**src/rtl/mult_pipe_hs.sv**
```systemverilog
// Fully pipelined integer multiplier with valid/ready handshakes, a per-operation signed/unsigned
// mode, product-half select and a sideband tag. All stages advance together under backpressure.
module mult_pipe_hs #(
   parameter int unsigned DATA_LEN       = 32,
   parameter int unsigned PIPELINE_STAGE = 2,
   parameter int unsigned TAG_LEN        = 8
) (
   input  logic                clk,
   input  logic                reset,
   input  logic                in_valid,
   output logic                in_ready,
   input  logic [DATA_LEN-1:0] a,
   input  logic [DATA_LEN-1:0] b,
   input  logic                in_signed,
   input  logic                in_high,
   input  logic [TAG_LEN-1:0]  in_tag,
   output logic                out_valid,
   input  logic                out_ready,
   output logic [DATA_LEN-1:0] result,
   output logic [TAG_LEN-1:0]  out_tag,
   output logic                busy
);

   localparam int unsigned PW = 2 * DATA_LEN;

   logic                      adv;
   logic                      accept;
   logic [PW-1:0]             ext_a;
   logic [PW-1:0]             ext_b;
   logic [PW-1:0]             prod;
   logic [DATA_LEN-1:0]       sel;

   logic [PIPELINE_STAGE-1:0] valid_q;
   logic [DATA_LEN-1:0]       data_q [PIPELINE_STAGE];
   logic [TAG_LEN-1:0]        tag_q  [PIPELINE_STAGE];

   // A 2N-bit multiply of extended operands is exact modulo 2^(2N) in both modes.
   always_comb begin
      ext_a = in_signed ? {{DATA_LEN{a[DATA_LEN-1]}}, a} : {{DATA_LEN{1'b0}}, a};
      ext_b = in_signed ? {{DATA_LEN{b[DATA_LEN-1]}}, b} : {{DATA_LEN{1'b0}}, b};
      prod  = ext_a * ext_b;
      sel   = in_high ? prod[PW-1:DATA_LEN] : prod[DATA_LEN-1:0];
   end

   assign adv       = !out_valid || out_ready;
   assign in_ready  = adv;
   assign accept    = in_valid && adv;
   assign out_valid = valid_q[PIPELINE_STAGE-1];
   assign result    = data_q[PIPELINE_STAGE-1];
   assign out_tag   = tag_q[PIPELINE_STAGE-1];
   assign busy      = |valid_q;

   // Data only moves with a valid operation, so a bubble leaves the last result in place.
   always_ff @(posedge clk) begin
      if (reset) begin
         valid_q[0] <= 1'b0;
         data_q[0]  <= '0;
         tag_q[0]   <= '0;
      end else if (adv) begin
         valid_q[0] <= accept;
         if (accept) begin
            data_q[0] <= sel;
            tag_q[0]  <= in_tag;
         end
      end
   end

   for (genvar i = 1; i < PIPELINE_STAGE; i++) begin : g_stage
      always_ff @(posedge clk) begin
         if (reset) begin
            valid_q[i] <= 1'b0;
            data_q[i]  <= '0;
            tag_q[i]   <= '0;
         end else if (adv) begin
            valid_q[i] <= valid_q[i-1];
            if (valid_q[i-1]) begin
               data_q[i] <= data_q[i-1];
               tag_q[i]  <= tag_q[i-1];
            end
         end
      end
   end

endmodule

```
**config.mk**
```make
export PLATFORM = sky130hd
export DESIGN_NAME = mult_pipe_hs
export DESIGN_NICKNAME = d
export VERILOG_FILES = /design/src/rtl/mult_pipe_hs.sv
export SDC_FILE = /design/constraint.sdc
export NUM_CORES = 2
export LEC_CHECK = 0
export CORE_MARGIN = 3
export CORE_UTILIZATION = 50
export DETAILED_ROUTE_END_ITERATION = 6
export GPL_TIMING_DRIVEN = 0
export PLACE_DENSITY = 0.64
export SLEW_MARGIN = 10
export SYNTH_ARGS = -nofsm -noshare
export SYNTH_HDL_FRONTEND = slang
export SYNTH_SLANG_ARGS = --single-unit
export TNS_END_PERCENT = 10
```
**constraint.sdc**
```tcl
create_clock -name clk -period 24.8 [get_ports clk]
set_input_delay 2.48 -clock clk [delete_from_list [all_inputs] [get_ports clk]]
set_output_delay 2.48 -clock clk [all_outputs]
set_load 0.02 [all_outputs]
```
=== Yosys cells after proc, flatten, opt, wreduce, memory -nomap -nowiden ===
Memory sizes are Yosys's and may differ from the RTL's.
Cells that the tools add are included.
W data, S select, Z words.

* Multipliers: 1
* Multiplexer cells: 17
* Bitwise operators: 4
* Reduce and logical (&&, ||, !) cells: 4

{| class="wikitable"
|+ Operators by type and width
! kind !! count
|-
| $mux W64 || 2
|-
| $mux W32 || 3
|-
| $mul A64 B64 Y64 || 1
|-
| $mux W8 || 2
|-
| $mux W1 || 10
|-
| $or A1 B1 Y1 || 4
|-
| $reduce_or A2 Y1 || 1
|-
| $logic_and A1 B1 Y1 || 1
|-
| $logic_not A1 Y1 || 1
|-
| $logic_or A1 B1 Y1 || 1
|}

* Bits in registers: 2
* Memory bits (writable): 80
* Input port bits: 78
* Output and inout bits: 43
* Logic and storage cells: 30
* Memories: 2

{| class="wikitable"
|+ Memory list
! name !! words !! bits a word !! rd ports !! clocked after memory_dff !! write ports !! RTL line !! text
|-
| data_q || 2 || 32 || 2 || 0 || 2 || 34 || <nowiki>logic [DATA_LEN-1:0] data_q [PIPELINE_STAGE];</nowiki>
|-
| tag_q || 2 || 8 || 2 || 0 || 2 || 35 || <nowiki>logic [TAG_LEN-1:0] tag_q [PIPELINE_STAGE];</nowiki>
|}

=== Depth between registers and ports, before layout ===
* Word-level depth: 8
* Depth in mapped cells: 36
* Gate-level depth less buffers: 32

=== Worst setup path before layout ===
OpenSTA, ideal clock, no wires.

* Path type: input -> register
* From: in in_signed
* To: mem data_q[0][31] (data pin)
* Library setup time: 0.259 ns
* Data arrival time: 11.035 ns
* Data required time: 24.541 ns
* Path slack: 13.506 ns
* Stages: 30
* Buffers on the path: 3
* Cells stage by stage: and2_1 -> clkbuf_1 -> clkbuf_1 -> nand2_1 -> fa_1 -> inv_1 -> fa_1 -> fa_1 -> inv_1 -> fa_1 -> inv_1 -> fa_1 -> fa_1 -> fa_1 -> fa_1 -> fa_1 -> inv_1 -> fa_1 -> inv_1 -> ha_1 -> clkbuf_1 -> a21oi_1 -> o21ai_0 -> nand3_1 -> nand2_1 -> a211o_1 -> a32o_1 -> o41ai_4 -> nor2_1 -> o31a_1

{| class="wikitable"
|+ RTL lines
! item !! RTL line !! text
|-
| start: declaration || 14 || <nowiki>input logic in_signed,</nowiki>
|-
| end: declaration || 34 ||
|}

==> impl_metrics.csv <==
group,metric,value,unit
routing,routed_via_density,5.535,
finish,nets,7244,
placement,port-buffer-count,110,
clock_tree,clk_latency,0.34,ns
hold_path,hp-class,"reg2reg",
finish,fillers,9486,
setup_path,critPathLaunchType,"primary input",
finish,seqCellArea,0.002442,mm2
synthesis,synth_top_family_by_area,"adder cells",
clock_tree,root_buffer,"clkbuf_16",
synthesis,synth_top_area_share,55.63,%
floorplanning,rows,116,
routing,wl_per_cell,27.54,um
setup_path,cp_common_cell,"fa_1",
floorplanning,boundaryPins,121,
grt,grt_max_degree,33,
sta,setup_tns,0,ns
synthesis,ys_seq_elements,82,
sta,fmax,73.30,MHz
job,cap_violations,0,
synthesis,yosys.area_share.adder,63.19,%
synthesis,synth_ff_type,"edfxtp_1",
outcome,status,"finished clean",
finish,fin_cells,6812,
grt,grt.total_usage,36.18,%
setup_path,path_delay_family,"adder cells",
setup_path,cp.buffers_inverters,10,
clock_tree,holdBufCountCts,0,
clock_tree,htreeDepth,3,
synthesis,seq_area_frac_synth,4.783,%
sta,final-hold-violation-count,0,
setup_path,cp.arrival,13.70,ns
synthesis,synth_area_per_cell,9.608,um2
clock_tree,cts_tree,"done",
clock_tree,cts.sinks,82,
synthesis,synth_edf_count,80,
synthesis,synth_cells,5315,
finish,drive_gt1_share,0.9919,%
clock_tree,cts_setup_buffers,0,
synthesis,synth-simple-area-share,13.61,%
placement,dpl_worst_slack,10.88,ns
routing,ant_nets,0,
setup_path,path_class,"in2reg",
placement,dp_cells,6785,
synthesis,synth_nets,7120,
grt,antenna_found_initial,25,
placement,gp_routability_congestion,1.032,
routing,post-route-drc-count,0,
routing,drt-total-wl,187600,um
floorplanning,start_util,50.70,%
finish,syn_to_final_growth,6.213,%
grt,overflow,0,
sta,slew_headroom,7.553,%
setup_path,crit_slowest_cell,"fa_1",
synthesis,syn_area,0.05107,mm2
sta,worst_pin_slew,1.387,ns
floorplanning,dieArea,0.1060,mm2
floorplanning,die_height,325.6,um
sta,grt_setup_unrepaired,"no",
sta,slew_viol_final,0,
sta,skew,0.005035,ns
synthesis,synth_mux_area_share,0.08085,%
floorplanning,core-area,0.1007,mm2
clock_tree,numCtsBuffers,9,
synthesis,yosysUniqueCellTypes,66,
sta,fin_crit,13.64,ns
sta,whs,0.5006,ns
synthesis,synth_xor_area_share,1.972,%
floorplanning,die_x,325.6,um
setup_path,slowest_delay,0.93,ns
routing,num_vias,37710,
sta,fin_crit_sh,55.01,%
synthesis,synth_top_cell_by_area,"fa_1",
setup_path,endpoint_kind,"flip-flop",
clock_tree,clockBufferDepth,2,
clock_tree,cts_resized,0,
synthesis,synth_compound_area_share,3.437,%
clock_tree,path_clk_slew,0.06,ns
placement,hpwl,166700,um
routing,drtIter0Drc,3549,
grt,grt_pass1_vias,40670,
finish,multi_input_area,0.04203,mm2
synthesis,synth_area_leaders,"fa_1 (56%), inv_1 (11%), and2_1 (7.8%), ha_1 (7.5%), edfxtp_1 (4.7%)",
synthesis,ys_warn_count,0,
setup_path,crit_fanout,10,
synthesis,synthArstFlopShare,0,%
sta,report.final.setup_viol,0,
sta,setup_ws,11.16,ns
setup_path,worstPathRequired,24.86,ns
routing,dr.pass1.iters,5,
grt,grt_pass1_wl,274100,um
-- logic make-up after synthesis --
kind of cell | after synthesis
buffers and inverters | 1755
adders and majority gates | 1728
and+or+nand+nor | 1365
AOI/OAI and AO/OA | 266
xor gates and xnor gates | 115
DFF | 82
muxes | 4
-- stage by stage --
| step | cell area (um2) | utilization [%] |
|---|---|---|
| final | 54240 | 53.85 |
| after floorplan | 51070 | - |
| after global placement | 53870 | 53.48 |
| after global routing | 54210 | 53.82 |
| after CTS | 54210 | 53.82 |
| after detailed placement | 53940 | 53.55 |
-- registers in the layout, summed over array words and instances (netlist names) --
| signal | cells |
|---|---|
| data_q | 64 |
| tag_q | 16 |
| out_valid | 1 |
| valid_q | 1 |
-- cells in the mapped netlist (all sizes together) (3+ instances only) --
cell type / number
o22ai: 9
nor3: 13
a31oi: 6
inv: 1511
or2: 6
or3: 5
nand3: 14
xnor2: 95
o21bai: 15
nand2b: 5
fa: 1419
and2: 638
mux2i: 3
a21o: 32
a211oi: 7
nand4: 14
nor2: 85
o21a: 3
nor2b: 11
and3: 26
a211o: 3
nand2: 544
clkbuf: 230
o21ai: 45
edfxtp: 80
a2111oi: 4
a21boi: 3
o41ai: 4
buf: 14
a311oi: 3
o211ai: 8
a31o: 5
a21oi: 97
o31ai: 9
ha: 308
xor2: 20
-- area by class of cell --
cell class                 count  area share, %
clock buffer                  10         0.4221
multi-input combinational   3478          77.49
sequential                    82          4.503
clock inverter                 6        0.08996
tap                         1357          3.130
antenna                       11        0.05075
timing repair buffer         113          2.141
inverter                    1511          10.46
buffer                       244          1.714
-- worst register-to-register path, stage by stage, from the launching register on --
cell and delay, ns:
dfxtp_1 0.33, nor2b_1 0.24, inv_1 0.10, nand2_1 0.19
or2_2 0.14, clkbuf_1 0.31, clkbuf_1 0.40, nor2_1 0.12
-- final timing paths --
path	startpoint	end	slack, ns	cells after the start
hold reg to reg	valid_q[0]	valid_q[0]	0.50	2
setup reg to reg	out_valid	data_q[0][5]	22.71	7
hold / removal	valid_q[0]	valid_q[0]	0.50	2
setup / recovery	in_signed	data_q[0][25]	11.16	32
-- per-layer routing --
layer,vias up,wire [um],track usage (%)
li1,15370,-,-
met1,19680,71830,47.63
met4,2,10510,15.62
met3,493,21760,9.943
met5,-,15,0
met2,2169,83500,56.52
-- cells in the final DEF (no fill, tap or decap), drive strengths merged, types with 4 or more instances in the layout --
cell type      synthesis  routed
ha                   308     308
edfxtp                80      80
clkdlybuf4s50          0     110
and3                  26      26
inv                 1511    1513
nor2                  85      85
a2111oi                4       4
o22ai                  9       9
nor2b                 11      11
o211ai                 8       8
o21bai                15      15
nand2                544     544
xor2                  20      20
xnor2                 95      95
a21o                  32      32
or3                    5       5
o31ai                  9       9
nand3                 14      14
clkbuf               230     240
nor3                  13      13
or2                    6       6
fa                  1419    1419
o21ai                 45      45
a31o                   5       5
a211oi                 7       7
o41ai                  4       4
diode                  0      11
and2                 638     638
buf                   14      17
nand4                 14      14
a31oi                  6       6
a21oi                 97      97
nand2b                 5       5
Power is not shown: default switching activity piles up to over one toggle a cycle in this logic, so the estimate is an artifact.
